==> src/rtl/timer_pkg.sv <==
`default_nettype none
// ============================================================================
// Module   : timer_pkg
// Purpose  : Shared types and elaboration helpers for the multi-channel timer.
// Revision : 1.0 - initial release
// ============================================================================
package timer_pkg;

    typedef enum logic [1:0] {
        ST_IDLE = 2'd0,
        ST_RUN  = 2'd1,
        ST_DONE = 2'd2
    } state_e;

    localparam int MAX_CH = 16;

    function automatic int calc_div(input int clk_hz, input int tick_hz);
        if (tick_hz <= 0) begin
            return 0;
        end
        return clk_hz / tick_hz;
    endfunction

    // The prescaler needs an exact integer divide of at least 2.
    function automatic bit div_ok(input int clk_hz, input int tick_hz);
        if (tick_hz <= 0) begin
            return 1'b0;
        end
        return ((clk_hz % tick_hz) == 0) && ((clk_hz / tick_hz) >= 2);
    endfunction

endpackage : timer_pkg
`default_nettype wire

==> src/rtl/timer_channel.sv <==
`default_nettype none
// ============================================================================
// Module   : timer_channel
// Purpose  : One down-counting timer channel, one-shot or auto-reload.
// Revision : 1.0 - initial release
// ============================================================================
module timer_channel
    import timer_pkg::*;
#(
    parameter int CNT_W = 16
) (
    input  logic             clk,
    input  logic             reset,
    input  logic             tick,
    input  logic             start,
    input  logic             abort,
    input  logic             periodic,
    input  logic [CNT_W-1:0] load_val,
    output logic             busy,
    output logic             done,
    output logic             expire,
    output logic [CNT_W-1:0] remaining
);

    localparam logic [CNT_W-1:0] C_ONE = CNT_W'(1);

    state_e           state_q,  state_d;
    logic [CNT_W-1:0] rem_q,    rem_d;
    logic [CNT_W-1:0] reload_q, reload_d;
    logic             mode_q,   mode_d;
    logic             expire_q, expire_d;
    logic             busy_q,   busy_d;
    logic             done_q,   done_d;

    always_comb begin
        state_d  = state_q;
        rem_d    = rem_q;
        reload_d = reload_q;
        mode_d   = mode_q;
        expire_d = 1'b0;

        // Abort beats start, and start beats a same-cycle expiry.
        if (abort) begin
            state_d = ST_IDLE;
            rem_d   = '0;
        end else if (start) begin
            rem_d    = load_val;
            reload_d = load_val;
            mode_d   = periodic;
            if (load_val == '0) begin
                state_d  = ST_DONE;
                expire_d = 1'b1;
            end else begin
                state_d = ST_RUN;
            end
        end else if ((state_q == ST_RUN) && tick) begin
            if (rem_q <= C_ONE) begin
                expire_d = 1'b1;
                if (mode_q) begin
                    rem_d = reload_q;
                end else begin
                    rem_d   = '0;
                    state_d = ST_DONE;
                end
            end else begin
                rem_d = rem_q - C_ONE;
            end
        end

        busy_d = (state_d == ST_RUN);
        done_d = (state_d == ST_DONE);
    end

    always_ff @(posedge clk or posedge reset) begin
        if (reset) begin
            state_q  <= ST_IDLE;
            rem_q    <= '0;
            reload_q <= '0;
            mode_q   <= 1'b0;
            expire_q <= 1'b0;
            busy_q   <= 1'b0;
            done_q   <= 1'b0;
        end else begin
            state_q  <= state_d;
            rem_q    <= rem_d;
            reload_q <= reload_d;
            mode_q   <= mode_d;
            expire_q <= expire_d;
            busy_q   <= busy_d;
            done_q   <= done_d;
        end
    end

    assign busy      = busy_q;
    assign done      = done_q;
    assign expire    = expire_q;
    assign remaining = rem_q;

endmodule : timer_channel
`default_nettype wire

==> src/rtl/multi_channel_timer.sv <==
`default_nettype none
// ============================================================================
// Module   : multi_channel_timer
// Purpose  : Shared tick prescaler feeding N_CH independent interval timers.
// Revision : 1.0 - initial release
// ============================================================================
module multi_channel_timer
    import timer_pkg::*;
#(
    parameter int CLK_FREQ_HZ = 50_000_000,
    parameter int TICK_HZ     = 1,
    parameter int N_CH        = 4,
    parameter int CNT_W       = 16
) (
    input  logic                  clk,
    input  logic                  reset,
    input  logic [N_CH-1:0]       start,
    input  logic [N_CH-1:0]       abort,
    input  logic [N_CH-1:0]       periodic,
    input  logic [N_CH*CNT_W-1:0] load_val,
    output logic [N_CH-1:0]       busy,
    output logic [N_CH-1:0]       done,
    output logic [N_CH-1:0]       expire,
    output logic [N_CH*CNT_W-1:0] remaining,
    output logic                  tick
);

    localparam int DIV  = calc_div(CLK_FREQ_HZ, TICK_HZ);
    localparam int PS_W = (DIV >= 2) ? $clog2(DIV) : 1;
    localparam logic [PS_W-1:0] C_PS_MAX = PS_W'(DIV - 1);

    if (!div_ok(CLK_FREQ_HZ, TICK_HZ)) begin : g_div_check
        $error("multi_channel_timer: CLK_FREQ_HZ/TICK_HZ must be an integer >= 2");
    end

    if ((N_CH < 1) || (N_CH > MAX_CH)) begin : g_nch_check
        $error("multi_channel_timer: N_CH must be in 1..16");
    end

    logic [PS_W-1:0] ps_q,   ps_d;
    logic            tick_q, tick_d;

    // tick is registered from the next count so it is high exactly while the count sits at DIV-1.
    always_comb begin
        ps_d   = (ps_q == C_PS_MAX) ? '0 : ps_q + PS_W'(1);
        tick_d = (ps_d == C_PS_MAX);
    end

    always_ff @(posedge clk or posedge reset) begin
        if (reset) begin
            ps_q   <= '0;
            tick_q <= 1'b0;
        end else begin
            ps_q   <= ps_d;
            tick_q <= tick_d;
        end
    end

    assign tick = tick_q;

    for (genvar i = 0; i < N_CH; i++) begin : g_ch
        timer_channel #(
            .CNT_W (CNT_W)
        ) u_channel (
            .clk       (clk),
            .reset     (reset),
            .tick      (tick_q),
            .start     (start[i]),
            .abort     (abort[i]),
            .periodic  (periodic[i]),
            .load_val  (load_val[i*CNT_W +: CNT_W]),
            .busy      (busy[i]),
            .done      (done[i]),
            .expire    (expire[i]),
            .remaining (remaining[i*CNT_W +: CNT_W])
        );
    end

endmodule : multi_channel_timer
`default_nettype wire
==> config.mk <==
export PLATFORM = sky130hd
export DESIGN_NAME = multi_channel_timer
export DESIGN_NICKNAME = d
export VERILOG_FILES = /design/src/rtl/timer_pkg.sv /design/src/rtl/timer_channel.sv /design/src/rtl/multi_channel_timer.sv
export SDC_FILE = /design/constraint.sdc
export NUM_CORES = 1
export LEC_CHECK = 0
export BUFFER_PORTS_ARGS = -buffer_cell sky130_fd_sc_hd__buf_4
export CORE_ASPECT_RATIO = 1.1
export CORE_MARGIN = 10
export CORE_UTILIZATION = 62
export DETAILED_ROUTE_END_ITERATION = 8
export PLACE_DENSITY_LB_ADDON = 0.15
export SYNTH_ARGS = -nofsm -noshare
export SYNTH_HDL_FRONTEND = slang
export SYNTH_SLANG_ARGS = --single-unit
==> constraint.sdc <==
create_clock -name clk -period 13.85 [get_ports clk]
set_clock_uncertainty 0.05 [all_clocks]
set_input_delay 2.77 -clock clk [delete_from_list [all_inputs] [get_ports clk]]
set_output_delay 2.77 -clock clk [all_outputs]
set_load 0.01 [all_outputs]
* Word-level counts from Yosys, hierarchy flattened
Cells that the tools add are included.
Word-level totals: register bits after elaboration 179, input port bits 78, output and inout port bits 77
Operators by class: add/subtract/negate cells 5, order comparisons 4, equality and inequality tests 14, muxes and demuxes 65, bitwise logic cells 4, reduce and logical (&&, ||, !) cells 16
Operators by type and width (count):
- $mux W16 | 20
- $le A16 B1 Y1 const B | 4
- $logic_not A16 Y1 | 4
- $sub A16 B1 Y16 const B | 4
- $eq A26 B26 Y1 const B | 2
- $mux W2 | 24
- $add A26 B1 Y26 const B | 1
- $mux W26 | 1
- $mux W1 | 20
- $eq A2 B1 Y1 const B | 8
- $reduce_bool A3 Y1 | 4
- $eq A2 B2 Y1 const B | 4
- $reduce_and A2 Y1 | 4
- $logic_and A1 B1 Y1 | 4
- $not A1 Y1 | 4

* Logic depth before layout (Yosys ltp)
depth after elaboration 6, depth in mapped cells 11

* Modules after synthesis
Synthesis repeated with hierarchy kept, for this count alone.
Unflattened totals: cell total of the unflattened synthesis 1167, area total of the unflattened synthesis 10268.6 um^2
By module, submodules not included:
- timer_channel at g_ch[0].u_channel ... | times used 3, cells each 250, area an instance 2193.4 um^2, seq. area each 950.9 um^2
- timer_channel at g_ch[3].u_channel | times used 1, cells each 263, area an instance 2209.6 um^2, seq. area each 950.9 um^2
- multi_channel_timer | times used 1, cells each 154, area an instance 1478.9 um^2, seq. area each 675.6 um^2

* Least setup slack after synthesis
Ideal clock, no wire load.
path type input-to-reg, start point input port abort[3], end point register g_ch[3].u_channel.mode_q, setup time 0.125 ns, arrival 4.077 ns, required time 13.675 ns, path slack 9.599 ns, stages 4, path buffers 2, cell sequence clkbuf_1 > nor2_1 > clkbuf_1 > mux2_2
On the way: word-level cells in the longest chain between the ends 2
RTL lines:
- start: declaration | line multi_channel_timer.sv:18 | input logic [N_CH-1:0] abort,
- $not A1 Y1 (no line)
- $reduce_and A2 Y1 (no line)
- end signal: assignment | line timer_channel.sv:87 | mode_q <= mode_d;
- end: declaration | line timer_channel.sv:30 | logic mode_q, mode_d;
No other way between the ends. A chain may end at the register's enable or synchronous reset.

* Worst setup path in the final report
start point input port start[1], end point register g_ch[1].u_channel.rem_q[0]
On the way: word-level cells in the longest chain between the ends 2, elaborated cells on any way between the ends 3, those cells by class mux: 2; reduce/logical: 1
RTL lines:
- start: declaration | line multi_channel_timer.sv:17 | input logic [N_CH-1:0] start,
- $mux W16 | line timer_channel.sv:46 | end else if (start) begin
- $mux W16 | line timer_channel.sv:43 | if (abort) begin
- end signal: assignment | line timer_channel.sv:85 | rem_q <= rem_d;
- end: declaration | line timer_channel.sv:28 | logic [CNT_W-1:0] rem_q, rem_d;
Parallel ways exist; a longest one is shown, timed or not.

==> impl_metrics.ini <==
[sta]
slew_viol_final = 0
max_freq_mhz = 234
relSlewSlack = 0.335
setup_viol = 0
fin_crit_sh = 0.308
finalSetupTns_ns = 0
final.min_clock_period_ns = 4.26
rsz0062_at_grt = no
tightest_slew_ns = 0.998
hold_viol_final = 0

[global_routing]
grt_util_all_layers = 0.249
grt_first_pass_wirelength_microns = 45200
grt-busiest-layer = met2
use_met2 = 0.394
grt_max_degree = 102
grt_remaining_overflow = 0
grt_pass1_vias = 8979
met1_usage = 0.331
antenna_found_initial = 0
grtUsageMet3 = 0.0551

[routing]
drcViolationCount = 0
via_per_inst = 6.38
ant_nets = 0
drt-initial-drc-count = 961
avgRoutedWirePerCell_microns = 19.4
routed_wl_microns = 27900
vias = 9177
drt_pass1_iterations = 5

[logic_synthesis]
synth_cell_type_count = 75
synth_edf_count = 0
synth-main-ff-cell = dfrtp_1
ys_ff_latch = 179
syn_area_sq_um = 10100
async_flop_share = 1.00
ys_seq_area_frac = 0.444
postSynthNetCount = 1218
syn_avg_cell_area_sq_um = 8.91
syn_inst = 1131
ys_warn_count = 0

[run_status]
outcome = complete, no violations

[power_and_ir_drop]
power_density_nw_per_um2 = 109
comb_power_share = 0.157
power_frac_clock = 0.366
ir_drop_v = 0.0000926
seq_power_share = 0.477
p_int_mw = 0.922
p_switching_mw = 0.356
swShare = 0.279
power.leakage_nw = 5.28

[layout]
fin_nets = 1314
register_area_sq_um = 4480
diodes = 0
fin_area_sq_um = 11700
fill_cells = 1195
area_growth_pct = 16.1
multi_input_area_sq_um = 4980
drive_above_1_share = 0.193

[clock_network]
clkTransAtPathRegs_ns = 0.07
cts_buffers = 17
cts.sink_count = 179
cts-root-buf = clkbuf_16
clock_latency_ns = 0.43
cts_resized = 0
clock_path_buffers = 2
cts_tree = built
cts_setup_buffers = 0
cts_htree_levels = 4
hold_buffers = 0

[critical_path]
r2r_slack_ns = 10.60
rr_endpoint = g_ch[2].u_channel.remaining[11]
path_cells = buf_4, inv_1, nor2_1, buf_4, nand2_1, nand2_1, o31ai_1, a31oi_1
cp_max_fo = 25
path_class = primary input to register
critPathMaxStageDelay_ns = 0.60
rr_worst_depth = 6
cp-end-kind = register
critPathArrivalTime_ns = 4.57
cp-start-kind = primary input
r2r_start = g_ch[2].u_channel.remaining[9]
required_ns = 14.15
slowest_stage = nor2_1

[die]
core_region_area_sq_um = 15900
die_height_microns = 154
num_rows = 48
dieArea_sq_um = 21800
io_pins = 155
die_w_microns = 142
start_util = 0.636

[placed_design]
gp_congestion = 0.897
io_buffers = 154
dpl_cell_area_sq_um = 11100
dp_hpwl_microns = 19100

[worst_hold_path]
hold_depth = 2
hold_class = register to register
worstHoldStart = g_ch[0].u_channel.reload_q[1]
whs_endpoint = g_ch[0].u_channel.reload_q[1]

[flow_run]
drv_cap = 0
-- critical path, delay by kind of cell --
family,cells,cell delay (ns)
AOI/OAI and AO/OA,2,0.23
and+or+nand+nor,3,0.79
buffers and inverters,3,0.77
-- cells in the mapped netlist, types with 6 or more instances --
master      n  area, sq um
ha_1        9          113
o21ai_1     7         35.0
o21ai_0    54          270
mux2_2     31          349
xnor2_1    36          315
nor4_1     31          194
clkbuf_1   56          210
inv_1      59          221
dfrtp_1   179         4480
nand4_1    17          106
nand3_1    28          140
buf_4      14          105
nand2_1   146          548
a311oi_1    6         52.6
nor3_1     33          165
o211ai_1    8         60.1
xor2_1     22          193
o31ai_1    14          105
a211o_1     9         78.8
buf_2       9         45.0
or4_1       9         67.6
nor2b_1     6         37.5
nor2_1     96          360
a41oi_1     9         78.8
nand2b_1    6         37.5
a221oi_1   25          219
a21oi_1    76          380
a31oi_1    16          100
and3_1     24          150
or3_1       7         43.8
-- area by class of cell --
type                    count  share of cell area
multi-input cells         810               0.426
flip-flops and latches    179               0.383
repair buffers            160               0.103
clock buffers              20              0.0382
well taps                 200              0.0214
inverters                  59              0.0194
clock inverters            10             0.00952
-- registers in the layout (all words and copies together) (netlist names) --
signal / count
g_ch.u_channel.busy: 4
g_ch.u_channel.done: 4
g_ch.u_channel.expire: 4
g_ch.u_channel.mode_q: 4
g_ch.u_channel.reload_q: 64
g_ch.u_channel.remaining: 64
g_ch.u_channel.state_q: 8
ps_q: 26
tick: 1
-- through the flow --
stage	hold WS, ns	util	cells	worst slack, ns	total power, mW
after floorplan	0.388	-	1131	6.17	0.736
after global placement	0.401	0.703	1408	9.17	0.810
after detailed placement	0.412	0.703	1408	9.13	0.816
after CTS	0.425	0.738	1438	9.60	1.28
after global routing	0.449	0.738	1438	9.41	1.33
final	0.423	0.738	1438	9.59	1.28
-- cells by family (layout without fill, tap and decap cells) --
family | count (synthesis) | count (layout) | synth area share
compound gates | 272 | 272 | 0.181
buf+inv | 142 | 249 | 0.0610
simple gates | 438 | 438 | 0.216
flops | 179 | 179 | 0.444
mux | 33 | 33 | 0.0366
xor+xnor | 58 | 58 | 0.0504
fa+ha+maj | 9 | 9 | 0.0112
-- layer usage --
| layer | part of all wire | up-vias |
|---|---|---|
| met2 | 0.49 | 437 |
| li1 | - | 4252 |
| met5 | 0 | - |
| met1 | 0.42 | 4429 |
| met4 | 0.020 | 0 |
| met3 | 0.070 | 59 |
-- how the worst max path moves through the flow --
stage | from | end | slack (ns) | depth (start not counted)
floorplan | reset | g_ch[0].u_channel.busy | 6.17 | 1
global placement | reset | g_ch[3].u_channel.remaining[7] | 9.17 | 3
detailed placement | start[1] | g_ch[1].u_channel.remaining[0] | 9.13 | 8
CTS | start[1] | g_ch[1].u_channel.remaining[0] | 9.60 | 8
global route | reset | g_ch[3].u_channel.reload_q[14] | 9.41 | 3
finish | start[1] | g_ch[1].u_channel.remaining[0] | 9.59 | 8
-- power groups by stage --
stage	Sequential, mW	Clock, mW	Combinational, mW
final	0.609	0.468	0.201
after global routing	0.615	0.497	0.223
after CTS	0.607	0.473	0.201
after detailed placement	0.616	0	0.199
after global placement	0.615	0	0.195
after floorplan	0.605	0	0.131
-- cell usage in the layout (no fill, tap or decap), types with 22 or more instances in the layout --
| master | Yosys | layout |
|---|---|---|
| dfrtp_1 | 179 | 179 |
| buf_4 | 14 | 160 |
| nand2_1 | 146 | 146 |
| nor2_1 | 96 | 96 |
| a21oi_1 | 76 | 76 |
| inv_1 | 59 | 58 |
| o21ai_0 | 54 | 54 |
| xnor2_1 | 36 | 36 |
| nor3_1 | 33 | 33 |
| mux2_2 | 31 | 31 |
| nor4_1 | 31 | 31 |
| nand3_1 | 28 | 28 |
| a221oi_1 | 25 | 25 |
| and3_1 | 24 | 24 |
| xor2_1 | 22 | 22 |
(Power assumes the default switching activity.)
